## config.mk

```make
export PLATFORM = sky130hd
export DESIGN_NAME = send_arbiter
export DESIGN_NICKNAME = d
export VERILOG_FILES = /design/src/rtl/send_arbiter_pkg.sv /design/src/rtl/send_arbiter_rr_pick.sv /design/src/rtl/send_arbiter.sv
export SDC_FILE = /design/constraint.sdc
export NUM_CORES = 1
export LEC_CHECK = 0
export ABC_AREA = 0
export BUFFER_PORTS_ARGS = -buffer_cell sky130_fd_sc_hd__buf_2
export CAP_MARGIN = 20
export CORE_MARGIN = 3
export CORE_UTILIZATION = 49
export CTS_CLUSTER_DIAMETER = 50
export CTS_CLUSTER_SIZE = 16
export DETAILED_ROUTE_END_ITERATION = 7
export MAX_ROUTING_LAYER = met4
export PLACE_DENSITY = 0.85
export REMOVE_ABC_BUFFERS = 1
export SLEW_MARGIN = 20
export SYNTH_ARGS = -nofsm -noshare
export SYNTH_HDL_FRONTEND = slang
export SYNTH_SLANG_ARGS = --single-unit
```

## constraint.sdc

```tcl
create_clock -name clk -period 7.3 [get_ports clk]
set_input_delay 0.73 -clock clk [delete_from_list [all_inputs] [get_ports clk]]
set_output_delay 0.73 -clock clk [all_outputs]
set_load 0.005 [all_outputs]
```

## src/rtl/send_arbiter_pkg.sv

```systemverilog
// Shared definitions for the framing send-path arbiter and its round-robin picker.
package send_arbiter_pkg;

  localparam int unsigned SA_NREQ     = 4;
  localparam int unsigned SA_LEN_BITS = 6;

  typedef enum logic [1:0] {
    SA_IDLE   = 2'd0,
    SA_XFER   = 2'd1,
    SA_COMMIT = 2'd2
  } sa_state_e;

  // Index width for n requesters; never below one bit.
  function automatic int unsigned idx_bits(input int unsigned n);
    return (n > 1) ? $clog2(n) : 1;
  endfunction

endpackage

```

## src/rtl/send_arbiter_rr_pick.sv

```systemverilog
// Combinational round-robin picker: first set req bit searching upward from last+1.
module rr_pick
  import send_arbiter_pkg::*;
#(
  parameter int unsigned NREQ = SA_NREQ,
  parameter int unsigned IW   = idx_bits(NREQ)
) (
  input  logic [NREQ-1:0] req,
  input  logic [IW-1:0]   last,
  output logic            found,
  output logic [IW-1:0]   idx
);

  // Walk from the farthest candidate back to last+1 so the nearest one wins.
  always_comb begin
    found = 1'b0;
    idx   = '0;
    for (int k = int'(NREQ); k >= 1; k--) begin
      if (req[IW'((int'(last) + k) % int'(NREQ))]) begin
        found = 1'b1;
        idx   = IW'((int'(last) + k) % int'(NREQ));
      end
    end
  end

endmodule

```

## src/rtl/send_arbiter.sv

```systemverilog
// Round-robin arbiter that copies one whole packet at a time from a granted
// source into the framing send ring, then commits its length to the length FIFO.
module send_arbiter
  import send_arbiter_pkg::*;
#(
  parameter int unsigned NREQ     = SA_NREQ,
  parameter int unsigned LEN_BITS = SA_LEN_BITS
) (
  input  logic                     clk,
  input  logic                     rst,
  input  logic [NREQ-1:0]          req,
  input  logic [NREQ*LEN_BITS-1:0] req_len,
  input  logic [NREQ*8-1:0]        req_data,
  output logic [NREQ-1:0]          req_rd,
  output logic [NREQ-1:0]          req_done,
  output logic [7:0]               send_ring_data,
  output logic                     send_ring_wr_en,
  input  logic                     send_ring_full,
  output logic [LEN_BITS-1:0]      send_fifo_data,
  output logic                     send_fifo_wr_en,
  input  logic                     send_fifo_full,
  output logic                     busy
);

  localparam int unsigned IW = idx_bits(NREQ);

  sa_state_e           state_q, state_d;
  logic [IW-1:0]       grant_q, grant_d;
  logic [IW-1:0]       last_q, last_d;
  logic [LEN_BITS-1:0] len_q, len_d;
  logic [LEN_BITS-1:0] cnt_q, cnt_d;
  logic                drop_q, drop_d;
  logic                xfer_wr;
  logic                pick_found;
  logic [IW-1:0]       pick_idx;

  logic [LEN_BITS-1:0] len_arr  [NREQ];
  logic [7:0]          data_arr [NREQ];

  for (genvar g = 0; g < int'(NREQ); g++) begin : g_unpack
    assign len_arr[g]  = req_len[g*LEN_BITS +: LEN_BITS];
    assign data_arr[g] = req_data[g*8 +: 8];
  end

  rr_pick #(
    .NREQ (NREQ),
    .IW   (IW)
  ) u_pick (
    .req   (req),
    .last  (last_q),
    .found (pick_found),
    .idx   (pick_idx)
  );

  // Next-state and transfer decode; the byte write depends combinationally on ring full.
  always_comb begin
    state_d = state_q;
    grant_d = grant_q;
    last_d  = last_q;
    len_d   = len_q;
    cnt_d   = cnt_q;
    drop_d  = drop_q;
    xfer_wr = 1'b0;
    case (state_q)
      SA_IDLE: begin
        if (pick_found && !send_fifo_full) begin
          grant_d = pick_idx;
          len_d   = len_arr[pick_idx];
          cnt_d   = '0;
          drop_d  = (len_arr[pick_idx] == '0);
          state_d = drop_d ? SA_COMMIT : SA_XFER;
        end
      end
      SA_XFER: begin
        if (!send_ring_full) begin
          xfer_wr = 1'b1;
          cnt_d   = cnt_q + LEN_BITS'(1);
          if (cnt_q == len_q - LEN_BITS'(1)) begin
            state_d = SA_COMMIT;
          end
        end
      end
      SA_COMMIT: begin
        last_d  = grant_q;
        state_d = SA_IDLE;
      end
      default: state_d = SA_IDLE;
    endcase
  end

  assign send_ring_wr_en = xfer_wr;
  assign send_ring_data  = xfer_wr ? data_arr[grant_q] : 8'h00;
  assign req_rd          = xfer_wr ? (NREQ'(1) << grant_q) : '0;

  // State plus registered commit strobes, which land in the COMMIT cycle.
  always_ff @(posedge clk) begin
    if (rst) begin
      state_q         <= SA_IDLE;
      grant_q         <= '0;
      last_q          <= IW'(NREQ - 1);
      len_q           <= '0;
      cnt_q           <= '0;
      drop_q          <= 1'b0;
      req_done        <= '0;
      send_fifo_wr_en <= 1'b0;
      send_fifo_data  <= '0;
      busy            <= 1'b0;
    end else begin
      state_q         <= state_d;
      grant_q         <= grant_d;
      last_q          <= last_d;
      len_q           <= len_d;
      cnt_q           <= cnt_d;
      drop_q          <= drop_d;
      req_done        <= (state_d == SA_COMMIT) ? (NREQ'(1) << grant_d) : '0;
      send_fifo_wr_en <= (state_d == SA_COMMIT) && !drop_d;
      send_fifo_data  <= ((state_d == SA_COMMIT) && !drop_d) ? len_d : '0;
      busy            <= (state_d != SA_IDLE);
    end
  end

endmodule

```

==> impl_metrics.env <==
export IMPL_period_needed_ns=2.82
export IMPL_hpwl_um=3590
export IMPL_cts_buffer_depth=2
export IMPL_slew_headroom=0.537
export IMPL_cts_sinks=31
export IMPL_drc=0
export IMPL_hold_violations=0
export IMPL_cp_cell_sequence="buf_2 -> a21bo_1 -> a21oi_2 -> a311oi_4 -> mux4_2 -> nor4_4 -> a21boi_2 -> nor3_1"
export IMPL_min_period_over_period=0.386
export IMPL_grt_pass1_vias=1576
export IMPL_io_pins=89
export IMPL_fillers=279
export IMPL_rows=21
export IMPL_synth_top_area_share=0.345
export IMPL_cts_resized=0
export IMPL_synth_edff_count=0
export IMPL_yosys_warnings=0
export IMPL_final_cells=318
export IMPL_fp_dieW_um=66.6
export IMPL_gp_congestion=0.957
export IMPL_synth_area_leaders="dfxtp_1 (35%), mux4_2 (14%), nand2_1 (5.0%)"
export IMPL_cp_slowest_cell="mux4_2"
export IMPL_fmax_ghz=0.355
export IMPL_drt_pass1_iterations=4
export IMPL_h_tree_depth=2
export IMPL_io_buffers=88
export IMPL_dpl_instance_area_sq_um=2270
export IMPL_start_kind="input pin"
export IMPL_cp_top_family="compound AO/OA/AOI/OAI gates"
export IMPL_grt_max_degree=21
export IMPL_synth_seq_area_share=0.345
export IMPL_fin_ws_ns=4.48
export IMPL_root_buffer="clkbuf_8"
export IMPL_viasPerCell=5.32
export IMPL_netlist_area_sq_um=1800
export IMPL_synthToLayoutAreaGrowth_pct=33.1
export IMPL_ys_ff_latch=31
export IMPL_start_util=0.522
export IMPL_cts_tree="built"
export IMPL_syn_inst=184
export IMPL_outcome="complete, no violations"
export IMPL_drtIter0Drc=63
export IMPL_slew_viol_final=0
export IMPL_grt_overflow=0
export IMPL_core_area_sq_um=3440
export IMPL_criticalPathCategory="in2reg"
export IMPL_postCtsHoldBufs=0
export IMPL_grt_pass1_wl_um=7210
export IMPL_die_area_sq_um=4430
export IMPL_fin_nets=337
export IMPL_power_density_nw_per_um2=185
export IMPL_synth_top_cell_by_area="dfxtp_1"
export IMPL_cp_num_buf_inv=1
export IMPL_rsz0062_at_grt="false"
export IMPL_crit_required_ns=7.50
export IMPL_ant_nets=0
export IMPL_regArea_sq_um=621
export IMPL_die_height_um=66.6
export IMPL_wl_um=4550
export IMPL_dr_total_vias=1693
export IMPL_synthArstFlopShare=0
export IMPL_n_antenna_cell=0
export IMPL_multi_input_area_sq_um=1130
export IMPL_avgSynthCellArea_sq_um=9.76
export IMPL_post_route_cell_area_sq_um=2390
export IMPL_worst_pin_slew_ns=0.693
export IMPL_antenna_found_initial=0
export IMPL_hold_path_class="reg2reg"
export IMPL_cts_setup_buffers=0
export IMPL_clkLatencyLatePin_ns=0.28
export IMPL_cts_buffers=5
export IMPL_grt_usage=0.220
export IMPL_dp_cells=310
export IMPL_cp_max_fo=8
export IMPL_cap_violations=0
export IMPL_synth_cell_type_count=37
export IMPL_dp_slack_ns=4.20
export IMPL_critical_path_max_stage_delay_ns=0.63
export IMPL_synth_ff_type="dfxtp_1"
export IMPL_critPathArrivalTime_ns=3.01
export IMPL_setup_viol=0
export IMPL_p_leak_nw=1.10
export IMPL_ir_worst_vdd_mv=0.113
export IMPL_worstSetupEndpointType="register"
export IMPL_path_clk_slew_ns=0.06
export IMPL_drive_gt1_frac=0.441
export IMPL_total_power_uw=442
export IMPL_fin_tns_setup_ns=0
export IMPL_hold_ws_ns=0.494
export IMPL_utilization=0.695
export IMPL_wire_per_inst_um=14.3
export IMPL_clock_skew_ns=0.00253
worst paths after layout:
check                           cells after the start       from          end  slack [ns]
worst min-delay path                                2   len_q[5]     len_q[5]        0.49
worst max register to register                      7  last_q[1]  req_done[2]        4.61
worst min register to register                      2   len_q[5]     len_q[5]        0.49
worst max-delay path                                8     req[3]  req_done[2]        4.48
synth_stat cells, types with 2 or more instances:
cell and count:
clkbuf_1 8, mux4_1 3, a21oi_1 10, mux4_2 11, nand3_1 3, xor2_1 6, nor2_1 12, nand4_1 3
mux2i_1 3, nand2b_1 3, a21oi_2 2, and3_1 2, o21ai_0 3, nor4_1 4, nor3_1 12, inv_1 5
ha_1 2, nand2_1 24, and2_1 12, dfxtp_1 31, or2b_1 2, or4_1 2, xnor2_1 7
cells by family after synthesis:
logic type / Yosys count / synth area share
flip-flops: 31 / 0.345
AO/OA/AOI/OAI: 23 / 0.100
buffers and inverters: 14 / 0.0292
AND/OR/NAND/NOR: 84 / 0.249
adder cells (fa/ha/maj): 2 / 0.0139
XOR/XNOR: 13 / 0.0634
multiplexers: 17 / 0.198
placed cells by master, fill, tap and decap left out:
| cell | instances |
|---|---|
| nand4_1 | 3 |
| nor3_1 | 12 |
| o21ai_0 | 3 |
| or2_2 | 1 |
| dfxtp_1 | 31 |
| or4_1 | 2 |
| and2_1 | 12 |
| xor2_1 | 6 |
| nor4_2 | 2 |
| ha_1 | 2 |
| clkbuf_8 | 6 |
| a21boi_2 | 1 |
| and3_1 | 2 |
| a21oi_1 | 10 |
| and2b_2 | 1 |
| a21oi_2 | 2 |
| mux2i_1 | 3 |
| o21a_1 | 1 |
| xnor2_1 | 7 |
| a311oi_1 | 1 |
| buf_2 | 88 |
| a311oi_4 | 1 |
| a21o_2 | 1 |
| clkinv_2 | 1 |
| or2b_1 | 2 |
| mux4_1 | 3 |
| a221oi_2 | 1 |
| nand2b_1 | 3 |
| bufinv_16 | 1 |
| buf_4 | 1 |
| nor4_1 | 3 |
| nor2_1 | 12 |
| nor4_4 | 1 |
| mux4_2 | 11 |
| nand3_1 | 3 |
| or3b_2 | 1 |
| a21bo_1 | 1 |
| nand2_1 | 24 |
| inv_1 | 5 |
| a32o_1 | 1 |
flip-flops by register name, indices dropped and copies added (netlist names):
name             count
cnt_q                6
len_q                6
send_fifo_data       6
req_done             4
grant_q              2
last_q               2
state_q              2
busy                 1
drop_q               1
send_fifo_wr_en      1
area by class of cell:
cell class,count,share of cell area
flip-flops and latches,31,0.259
clock buffers,6,0.0345
inverters,5,0.00785
well taps,46,0.0241
clock inverters,2,0.0146
multi-input cells,139,0.472
repair buffers,89,0.187
report_power, final:
| part | internal, mW | switching (mW) | leakage (nW) |
|---|---|---|---|
| Sequential | 0.174 | 0.00897 | 0.252 |
| Combinational | 0.0472 | 0.0390 | 0.785 |
| Clock | 0.110 | 0.0622 | 0.0612 |
metal layers:
layer,global-route usage,part of all wire
met2,0.350,0.52
met5,-,0
met3,0.0540,0.041
met4,0.0888,0.022
met1,0.269,0.42
worst reg2reg max path: cells and delay by family, from the launching register on:
family          cells  cell delay [ns]
mux                 1             0.63
flops               1             0.47
compound gates      4             0.94
simple gates        2             0.58
No activity file was read; power rests on OpenSTA's default activity.
